--- src/rtl/rvfi_imem_responder.sv ---
// rvfi_imem_responder
// Instruction-fetch responder for formal/simulation harnesses. Each accepted
// fetch returns two halfwords; the halfword at the solver-chosen imem_addr is
// replaced by imem_data, everything else comes from fill_data. Requests are
// buffered in a small in-order FIFO and each entry is held back until it has
// aged LATENCY cycles, modelling a pipelined memory.

module rvfi_imem_responder #(
    parameter int XLEN    = 32,
    parameter int DEPTH   = 4,
    parameter int LATENCY = 1
) (
    input  logic                       clock,
    input  logic                       reset,
    input  logic                       enable,
    input  logic [XLEN-1:0]            imem_addr,
    input  logic [15:0]                imem_data,
    input  logic                       req_valid,
    output logic                       req_ready,
    input  logic [XLEN-1:0]            req_addr,
    input  logic [31:0]                fill_data,
    output logic                       rsp_valid,
    input  logic                       rsp_ready,
    output logic [31:0]                rsp_data,
    output logic                       rsp_err,
    output logic [$clog2(DEPTH+1)-1:0] outstanding
);

    localparam int CW = $clog2(DEPTH + 1);
    localparam int PW = (DEPTH > 1) ? $clog2(DEPTH) : 1;
    localparam int AW = $clog2(LATENCY + 1);

    logic [31:0]   data_mem [DEPTH];
    logic          err_mem  [DEPTH];
    logic [AW-1:0] age_mem  [DEPTH];

    logic [PW-1:0] head;
    logic [PW-1:0] tail;
    logic [CW-1:0] count;

    logic          push;
    logic          pop;
    logic          head_ripe;

    logic [XLEN-1:0] next_addr;
    logic [15:0]     lo_half;
    logic [15:0]     hi_half;
    logic            new_err;

    function automatic logic [PW-1:0] ptr_inc(input logic [PW-1:0] p);
        return (p == PW'(DEPTH - 1)) ? '0 : p + 1'b1;
    endfunction

    // Build the entry for the incoming request from the inputs as they are now
    always_comb begin
        next_addr = req_addr + XLEN'(2);
        lo_half   = fill_data[15:0];
        hi_half   = fill_data[31:16];
        new_err   = 1'b0;
        if (req_addr[0]) begin
            new_err = 1'b1;
            lo_half = 16'h0000;
            hi_half = 16'h0000;
        end else begin
            if (enable && (req_addr == imem_addr)) begin
                lo_half = imem_data;
            end
            if (enable && (next_addr == imem_addr)) begin
                hi_half = imem_data;
            end
        end
    end

    // Handshakes and the visible head of the queue; a pop never frees space for a same-cycle push
    always_comb begin
        req_ready   = reset && (count < CW'(DEPTH));
        head_ripe   = (age_mem[head] >= AW'(LATENCY));
        rsp_valid   = (count != '0) && head_ripe;
        rsp_data    = rsp_valid ? data_mem[head] : 32'h0000_0000;
        rsp_err     = rsp_valid ? err_mem[head] : 1'b0;
        push        = req_valid && req_ready;
        pop         = rsp_valid && rsp_ready;
        outstanding = count;
    end

    // Head/tail pointers and occupancy count
    always_ff @(posedge clock or negedge reset) begin
        if (!reset) begin
            head  <= '0;
            tail  <= '0;
            count <= '0;
        end else begin
            if (push) begin
                tail <= ptr_inc(tail);
            end
            if (pop) begin
                head <= ptr_inc(head);
            end
            case ({push, pop})
                2'b10:   count <= count + 1'b1;
                2'b01:   count <= count - 1'b1;
                default: count <= count;
            endcase
        end
    end

    // Entry storage and per-slot age; empty slots may age freely since a push restarts them at 0
    always_ff @(posedge clock or negedge reset) begin
        if (!reset) begin
            for (int i = 0; i < DEPTH; i++) begin
                data_mem[i] <= 32'h0000_0000;
                err_mem[i]  <= 1'b0;
                age_mem[i]  <= '0;
            end
        end else begin
            for (int i = 0; i < DEPTH; i++) begin
                if (push && (tail == PW'(i))) begin
                    data_mem[i] <= {hi_half, lo_half};
                    err_mem[i]  <= new_err;
                    age_mem[i]  <= '0;
                end else if (age_mem[i] < AW'(LATENCY)) begin
                    age_mem[i]  <= age_mem[i] + 1'b1;
                end
            end
        end
    end

endmodule

--- config.mk ---
export PLATFORM = sky130hd
export DESIGN_NAME = rvfi_imem_responder
export DESIGN_NICKNAME = d
export VERILOG_FILES = /design/src/rtl/rvfi_imem_responder.sv
export SDC_FILE = /design/constraint.sdc
export NUM_CORES = 1
export LEC_CHECK = 0
export BUFFER_PORTS_ARGS = -buffer_cell sky130_fd_sc_hd__buf_2
export CAP_MARGIN = 20
export CELL_PAD_IN_SITES_DETAIL_PLACEMENT = 0
export CELL_PAD_IN_SITES_GLOBAL_PLACEMENT = 1
export CORE_ASPECT_RATIO = 0.75
export CORE_MARGIN = 2
export CORE_UTILIZATION = 40
export CTS_BUF_LIST = sky130_fd_sc_hd__clkbuf_8
export DETAILED_ROUTE_END_ITERATION = 10
export GPL_TIMING_DRIVEN = 0
export MAX_ROUTING_LAYER = met4
export PLACE_DENSITY = 0.84
export SLEW_MARGIN = 20
export SYNTH_ARGS = -nofsm -noshare
export SYNTH_HDL_FRONTEND = slang
export SYNTH_SLANG_ARGS = --single-unit
export TNS_END_PERCENT = 1
--- constraint.sdc ---
create_clock -name clock -period 2.59 [get_ports clock]
set_clock_uncertainty 0.05 [all_clocks]
set_input_delay 0.518 -clock clock [delete_from_list [all_inputs] [get_ports clock]]
set_output_delay 0.518 -clock clock [all_outputs]
set_load 0.02 [all_outputs]
==> results of run 1 <==
## synthesized netlist by cell type (all sizes together) (3+ instances only)
cell    count  area share (%)
xnor2      36             3.6
ha          7             1.0
or4         4            0.34
o21ai      71             4.0
nor2       73             3.1
buf        23             1.8
dfrtp     143              41
nand4      20             1.4
mux2        5            0.64
nand3      13            0.80
a221o      64             7.3
or3         6            0.43
nor2b      34             2.4
nand2b     34             2.4
nor4       74             5.3
o31ai       4            0.34
a21oi       4            0.23
mux4       34             8.7
clkbuf     56             2.4
xor2       15             1.5
or2        18             1.3
nor3       13            0.80
mux2i      18             2.1
nand2      86             3.7
inv        18            0.77
and4        3            0.30
## kinds of logic (layout without fill, tap and decap cells)
group                    Yosys count  after routing  synth area share [%]
adder cells (fa/ha/maj)            8              8                  1.23
XOR/XNOR                          51             51                  5.09
multiplexers                      57             57                  11.4
AND/OR/NAND/NOR                  385            385                  23.0
flip-flops                       143            143                  40.8
buffers and inverters             97            305                  4.93
AO/OA/AOI/OAI                    161            161                  13.6
## per-stage QoR
stage | hold WS (ns) | setup WS [ns]
2_1_floorplan | 0.172 | -0.411
4_1_cts | 0.0651 | -0.261
3_5_place_dp | 0.405 | -1.49
6_report | 0.0216 | -0.271
5_1_grt | 0.0714 | -0.340
3_3_place_gp | 0.408 | -2.66
## layer usage
layer	share of wire (%)	vias up	track usage (%)
li1	-	3744	-
met1	44	4292	40.3
met2	42	544	38.5
met3	11	78	7.81
met4	2.6	0	8.24
met5	0	-	-
## report_power, final
group | leakage [µW] | switching, µW | internal [µW]
sequential | 0.00186 | 572 | 3130
clock | 0.000167 | 1020 | 686
combinational | 0.00293 | 2360 | 2220
total | 0.00496 | 3950 | 6040
## repair_timing
action / in CTS / in global routing
pin swaps: 25 / 23
buffers inserted: 23 / 3
gates cloned: 2 / 0
endpoints found under the hold margin: 49 / 0
gates resized for setup: 146 / 84
setup endpoints to repair: 167 / 166
hold buffers: 2 / 0
## sequential cells by signal, indices dropped and copies added (netlist names)
signal and cells:
outstanding 3, err_mem 4, tail 2, age_mem 4, head 2, data_mem 128
## area by class of cell
type	count	area, µm²
buffer	77	557
clock buffer	17	234
clock inverter	15	125
fill	1947	9960
inverter	18	70.1
multi-input combinational	662	5280
sequential	143	3580
tap	288	360
timing repair buffer	178	1190
## worst max path at each step
stage / from / end / slack (ns)
final: req_addr[9] / data_mem[57] / -0.27
after global routing: req_addr[9] / data_mem[57] / -0.34
after CTS: req_addr[6] / data_mem[89] / -0.26
after detailed placement: req_addr[1] / data_mem[28] / -1.49
after global placement: reset / data_mem[99] / -2.66
after floorplan: req_addr[12] / data_mem[23] / -0.41
## critical path: stages
cell	delay (ns)
buf_6	0.11
nand3_4	0.10
or4_4	0.62
buf_6	0.16
nor4_4	0.28
nor3_2	0.06
o21ai_1	0.14
nand4_1	0.12
buf_6	0.16
clkbuf_2	0.24
nor4_1	0.50
a221o_1	0.20
==> flow_summary.toml, run 1 <==
[cts]
htreeDepth = 4
clkLatencyLatePin_ns = 0.46
clk_path_buf_depth = 2
clkSinkCount = 143
clk_pin_slew_ns = 0.10
cts_buffers = 17
root_buffer = "clkbuf_8"
cts_tree = "yes"

[job]
drv_cap = 0

[route]
viasPerCell = 6.19
vias = 8658
first_pass_iters = 7
drt_iter0_drc = 940
wire_per_inst_um = 22.7
drcViolationCount = 0
ant_nets = 0
routed_wl_um = 31700

[placed_design]
routabilityCongestion = 0.935
dpl.hpwl_um = 22400
numPortBuffers = 147
placed_cells = 1338
placed_cell_area_um2 = 9950

[cells_and_area]
nets = 1222
final_common_cell = "dfrtp_1"
drive_above_1_share_pct = 33.3
diodes = 0
area_delta_synth_final_pct = 29.9
mostFrequentLayoutCells = "dfrtp_1, buf_2, nand2_1"
fin_cells = 1398
final_util_pct = 53.4
final_cell_area_um2 = 11400

[timing]
setup_slack_ns = -0.271
slew_violations = 0
tightest_slew_ns = 0.872
setup_viol = 101
fmax_ghz = 0.350
setup_tns_ns = -18.84
maxSlewHeadroom_pct = 41.9
min_period_ns = 2.86
fin_crit_sh_pct = 110
finalHoldViolCount = 0
rsz0062_at_grt = "true"

[worst_setup_path]
crit_required_ns = 2.94
crit_type = "input pin to flop"
cp_max_fo = 10
r2r_cells = 7
r2r_start = "outstanding[2]"
crit_path_end_kind = "flop"
crit_arrival_ns = 3.21
ff2ff_setup_slack_ns = -0.02
r2r-end = "data_mem[92]"
critPathLaunchType = "input pin"

[power_and_ir_drop]
power.total_uw = 9990
power_density_nw_per_um2 = 877
vdd_ir_drop_max_v = 0.000411
p_leak_uw = 0.00496

[yosys]
synth_cells = 902
synth-main-ff-cell = "dfrtp_1"
synth_area_um2 = 8770
post_synth_num_cell_types = 56
synth_edf_count = 0
async_reset_ff_share_pct = 100
avgSynthCellArea_um2 = 9.73
synth_seq_cells = 143
synth_nets = 1027
seq_area_frac_synth_pct = 40.8
yosysWarnings = 0

[die]
design.core.area_um2 = 21400
row_count = 46
io_pins = 155
start_util_pct = 41.1
fp.dieW_um = 175
floorplan.die_area_um2 = 23100
dieHeight_um = 132

[grt]
grt_pass1_wl_um = 49000
first_global_vias = 8507
grt_overflow = 0
track_usage_pct = 28.1
grt_max_degree = 95
antenna_found_initial = 0

[status]
status = "finished with violations"
violations = "setup timing"

[min_path]
hold_path_class = "input pin to async pin"
(Power assumes the default switching activity.)
==> run 2: changes to the inputs <==
--- a/config.mk
+++ b/config.mk
@@ -5,7 +5,7 @@
 export SDC_FILE = /design/constraint.sdc
 export NUM_CORES = 1
 export LEC_CHECK = 0
-export BUFFER_PORTS_ARGS = -buffer_cell sky130_fd_sc_hd__buf_2
+export BUFFER_PORTS_ARGS = -buffer_cell sky130_fd_sc_hd__buf_4
 export CAP_MARGIN = 20
 export CELL_PAD_IN_SITES_DETAIL_PLACEMENT = 0
 export CELL_PAD_IN_SITES_GLOBAL_PLACEMENT = 1
@@ -17,6 +17,7 @@
 export GPL_TIMING_DRIVEN = 0
 export MAX_ROUTING_LAYER = met4
 export PLACE_DENSITY = 0.84
+export REMOVE_ABC_BUFFERS = 1
 export SLEW_MARGIN = 20
 export SYNTH_ARGS = -nofsm -noshare
 export SYNTH_HDL_FRONTEND = slang
==> flow_summary.toml, run 2 (synthesis results as in run 1) <==
[status]
status = "finished with violations"
violations = "setup timing"

[cells_and_area]
final_common_cell = "buf_4"
nets = 1208
mostFrequentLayoutCells = "buf_4, dfrtp_1, nand2_1"
regMostFlops = "data_mem"
diodes = 0
fillCellCount = 1797
fin_cells = 1383
largest_reg_flops = 128
area_delta_synth_final_pct = 39.0
drive_above_1_share_pct = 37.0
final_cell_area_um2 = 12200
top_regs = "data_mem (128), age_mem (4), err_mem (4)"

[timing]
tightest_slew_ns = 0.586
rsz0062_at_grt = "true"
min_period_ns = 2.85
fmax_ghz = 0.350
maxSlewHeadroom_pct = 60.9
slew_violations = 0
setup_viol = 124
finalHoldViolCount = 0
fin_crit_sh_pct = 110
setup_slack_ns = -0.264

[die]
start_util_pct = 41.1
io_pins = 155
design.core.area_um2 = 21400
floorplan.die_area_um2 = 23100
row_count = 46
dieHeight_um = 132
fp.dieW_um = 175

[route]
drcViolationCount = 0
viasPerCell = 5.78
routed_wl_um = 26900
first_pass_iters = 5
wire_per_inst_um = 19.5
vias = 7996
drt_iter0_drc = 671
ant_nets = 0

[cts]
cts_tree = "yes"
cts_buffers = 17
clkLatencyLatePin_ns = 0.45
root_buffer = "clkbuf_8"
clkSinkCount = 143
clk_pin_slew_ns = 0.08
clk_path_buf_depth = 2
htreeDepth = 4

[grt]
first_global_vias = 7771
grt_max_degree = 89
antenna_found_initial = 0
track_usage_pct = 23.1
grt_overflow = 0
grt_pass1_wl_um = 41300

[power_and_ir_drop]
power.total_uw = 10100
vdd_ir_drop_max_v = 0.000456
power_density_nw_per_um2 = 832
p_leak_uw = 0.00538

[worst_setup_path]
crit_cells = 16
critical_path_buf_inv_count = 7
slowest_delay_ns = 0.30
cp_max_fo = 8
crit_required_ns = 2.92
r2r_start = "head[0]"
crit_end = "data_mem[58]"
crit_type = "input pin to flop"
crit_chain = "buf_8 -> ha_4 -> nand4_1 -> buf_6 -> buf_4 -> nor3_1 -> xor2_1 -> a21oi_1 -> o22ai_1 -> nand4_1 -> buf_6 -> buf_12 -> buf_12 -> buf_4 -> nor4_1 -> a221o_1"
r2r_cells = 13
ff2ff_setup_slack_ns = 0.03
r2r-end = "outstanding[2]"
crit_start = "req_addr[2]"
critPathLaunchType = "input pin"
crit_path_end_kind = "flop"
slowest_stage = "nor4_1"
crit_arrival_ns = 3.18
path_delay_family = "buffers and inverters"

[min_path]
hold_path_class = "input pin to async pin"

[job]
drv_cap = 0

[placed_design]
dpl.hpwl_um = 16000
placed_cell_area_um2 = 10300
routabilityCongestion = 0.924
placed_cells = 1282
numPortBuffers = 154
## run 2: changes by cell type in the layout (fill, tap and decap cells not counted), moves of 9 or more
| cell | delta |
|---|---|
| o21ai_2 | +10 |
| buf_12 | +18 |
| or2_4 | +9 |
| buf_6 | -10 |
| buf_2 | -126 |
| o21ai_0 | -13 |
| buf_4 | +144 |
| clkbuf_1 | -32 |
| clkbuf_2 | -13 |
## run 2: worst min path at each step
stage / cells after the start / from / slack (ns) / endpoint
3_5_place_dp: 2 / data_mem[50] / 0.41 / data_mem[50]
4_1_cts: 2 / reset / 0.01 / data_mem[109]
5_1_grt: 2 / reset / 0.01 / data_mem[109]
3_3_place_gp: 2 / data_mem[76] / 0.41 / data_mem[76]
2_1_floorplan: 0 / reset / 0.17 / age_mem[0]
6_report: 2 / reset / 0.009 / data_mem[109]
## run 2: layout make-up
cell class                      instances  area [µm²]  area share, %
Clock buffer                           18         248           2.03
Clock inverter                         13         140           1.15
Inverter                               18        72.6          0.595
Multi-Input combinational cell        669        5460           44.8
Sequential cell                       143        3580           29.4
Tap cell                              288         360           2.96
Timing Repair Buffer                  234        2320           19.1
## run 2: per-stage QoR
stage | util (%) | TNS (ns) | worst slack [ns] | hold slack (ns)
after detailed placement | 48.2 | -193.91 | -2.02 | 0.415
after global placement | 46.5 | -587.03 | -4.82 | 0.408
after global routing | 57.1 | -26.60 | -0.386 | 0.0134
after floorplan | - | -250.75 | -2.57 | 0.172
after CTS | 52.9 | -14.79 | -0.199 | 0.0100
final | 57.1 | -15.29 | -0.264 | 0.00941
## run 2: per-layer routing
layer | part of all wire [%] | global-route usage, %
met2 | 47 | 35.1
met1 | 46 | 32.3
met5 | 0 | -
met4 | 1.6 | 5.60
met3 | 5.6 | 3.92
## run 2: report_power, final
group / leakage, µW / total, µW / internal (µW) / switching [µW]
Combinational: 0.00332 / 4700 / 2440 / 2260
Clock: 0.000193 / 1780 / 878 / 899
Sequential: 0.00186 / 3670 / 3130 / 540
Total: 0.00538 / 10100 / 6450 / 3700
## run 2: repair_timing
action | 4_1_cts | 5_1_grt
buffers inserted | 29 | 27
hold buffers | 1 | 0
gates resized for setup | 66 | 119
endpoints found under the setup margin | 165 | 164
gates cloned | 7 | 6
pin swaps | 26 | 78
endpoints found under the hold margin | 55 | 0
## run 2: worst register-to-register path: cells and delay by family (launching register included)
kind,cells,cell delay [ns]
AOI/OAI and AO/OA,1,0.09
xor gates and xnor gates,2,0.30
adders and majority gates,2,0.53
buffers and inverters,5,0.46
DFF,1,0.50
muxes,1,0.37
and+or+nand+nor,2,0.18
==> run 3: changes to the inputs <==
--- a/config.mk
+++ b/config.mk
@@ -9,12 +9,12 @@
 export CAP_MARGIN = 20
 export CELL_PAD_IN_SITES_DETAIL_PLACEMENT = 0
 export CELL_PAD_IN_SITES_GLOBAL_PLACEMENT = 1
-export CORE_ASPECT_RATIO = 0.75
 export CORE_MARGIN = 2
 export CORE_UTILIZATION = 40
 export CTS_BUF_LIST = sky130_fd_sc_hd__clkbuf_8
 export DETAILED_ROUTE_END_ITERATION = 10
 export GPL_TIMING_DRIVEN = 0
+export HOLD_SLACK_MARGIN = 0.03
 export MAX_ROUTING_LAYER = met4
 export PLACE_DENSITY = 0.84
 export REMOVE_ABC_BUFFERS = 1
==> flow_summary.toml, run 3 (synthesis results as in run 1) <==
[status]
status = "finished with violations"
violations = "setup timing"

[worst_setup_path]
crit_arrival_ns = 3.32
critPathLaunchType = "input pin"
cp_max_fo = 14
r2r_cells = 13
r2r-end = "outstanding[2]"
crit_type = "input pin to flop"
ff2ff_setup_slack_ns = 0.06
crit_required_ns = 2.94
crit_path_end_kind = "flop"
r2r_start = "head[1]"

[cells_and_area]
largest_reg_flops = 128
fillCellCount = 1950
regMostFlops = "data_mem"
top_regs = "data_mem (128), age_mem (4), err_mem (4)"
area_delta_synth_final_pct = 31.8
nets = 1177
final_util_pct = 53.3
final_common_cell = "buf_4"
mostFrequentLayoutCells = "buf_4, dfrtp_1, nand2_1"
drive_above_1_share_pct = 33.4
diodes = 0

[placed_design]
numPortBuffers = 154
dpl.hpwl_um = 16100
routabilityCongestion = 0.930
post-place-ws_ns = -1.69

[route]
ant_nets = 0
vias = 7776
met1_length_um = 11400
drcViolationCount = 0
first_pass_iters = 5
viasPerCell = 5.78
dr_wl_met3_um = 1560
wire_per_inst_um = 19.3
highest_layer = "met4"
routed_wl_um = 25900
met2WireLength_um = 12400
drt_iter0_drc = 451

[timing]
slew_violations = 0
fmax_ghz = 0.337
finalHoldViolCount = 0
min_period_ns = 2.97
setup_viol = 137
fin_crit_sh_pct = 115
rsz0062_at_grt = "true"
maxSlewHeadroom_pct = 64.3
tightest_slew_ns = 0.532
setup_slack_ns = -0.377

[cts]
cts_tree = "yes"
clk_path_buf_depth = 2
htreeDepth = 4
clkLatencyLatePin_ns = 0.46
clk_pin_slew_ns = 0.08
cts_buffers = 17
clkSinkCount = 143
root_buffer = "clkbuf_8"

[grt]
grt_overflow = 0
grt_max_degree = 99
first_global_vias = 7921
antenna_found_initial = 0
track_usage_pct = 23.3
grt_pass1_wl_um = 42300

[die]
fp.dieW_um = 152
design.core.area_um2 = 21700
floorplan.die_area_um2 = 23100
io_pins = 155
row_count = 54
start_util_pct = 40.5
dieHeight_um = 152

[power_and_ir_drop]
vdd_ir_drop_max_v = 0.000524
p_leak_uw = 0.00494
power_density_nw_per_um2 = 887

[min_path]
hold_path_class = "input pin to async pin"

[job]
drv_cap = 0
run 3: what timing repair did:
action                                  CTS  global route
cloned                                    7             0
endpoints found under the hold margin    45             0
endpoints found under the setup margin  165           164
buffers inserted                         26             3
hold buffers                              2             0
resized for setup                        82            31
pin swaps                                35             4
run 3: worst max-delay path, cell delays in order:
cell      delay, ns
buf_4          0.13
nand4_1        0.27
nor4_1         0.54
o2111a_1       0.32
o22ai_1        0.10
nor4_1         0.22
nand4_1        0.26
buf_6          0.23
buf_8          0.13
buf_6          0.15
nor4_2         0.29
a221o_1        0.16
run 3: power by group:
part,internal (µW),switching (µW),leakage (µW)
clock network,993,930,0.000203
registers,3140,516,0.00186
logic,2430,2250,0.00288
run 3: cell type report:
| type | instances | area [µm²] | area share (%) |
|---|---|---|---|
| Sequential cell | 143 | 3590 | 31.0 |
| Clock buffer | 18 | 248 | 2.14 |
| Tap cell | 280 | 350 | 3.03 |
| Clock inverter | 14 | 181 | 1.57 |
| Inverter | 18 | 67.6 | 0.584 |
| Multi-Input combinational cell | 668 | 5290 | 45.8 |
| Timing Repair Buffer | 204 | 1840 | 15.9 |
run 3: how the worst max path moves through the flow:
stage                       from           end  slack, ns  cells after the start
CTS                  req_addr[4]  data_mem[48]      -0.18                     12
floorplan            req_addr[1]  data_mem[16]      -2.57                      9
finish              req_addr[24]  data_mem[16]      -0.38                     12
detailed placement   req_addr[1]  data_mem[63]      -1.69                     11
global route        req_addr[24]  data_mem[18]      -0.58                     12
global placement     req_addr[1]  data_mem[62]      -4.88                     10
run 3: layer usage:
layer | track usage [%] | up-vias
li1 | - | 3668
met1 | 30.7 | 3781
met2 | 37.1 | 282
met3 | 3.99 | 45
met4 | 7.21 | 0
met5 | - | -
run 3: stage by stage:
stage | std cells | TNS [ns] | total power, µW | hold slack [ns] | area, µm²
after detailed placement | 1275 | -175.59 | 8130 | 0.392 | 10300
after global placement | 1257 | -592.42 | 7830 | 0.410 | 9920
after floorplan | 823 | -250.75 | 6370 | 0.172 | 8410
after CTS | 1342 | -14.47 | 10300 | 0.0400 | 11400
after global routing | 1345 | -45.64 | 10900 | 0.0673 | 11600
final | 1345 | -26.15 | 10300 | 0.0288 | 11600
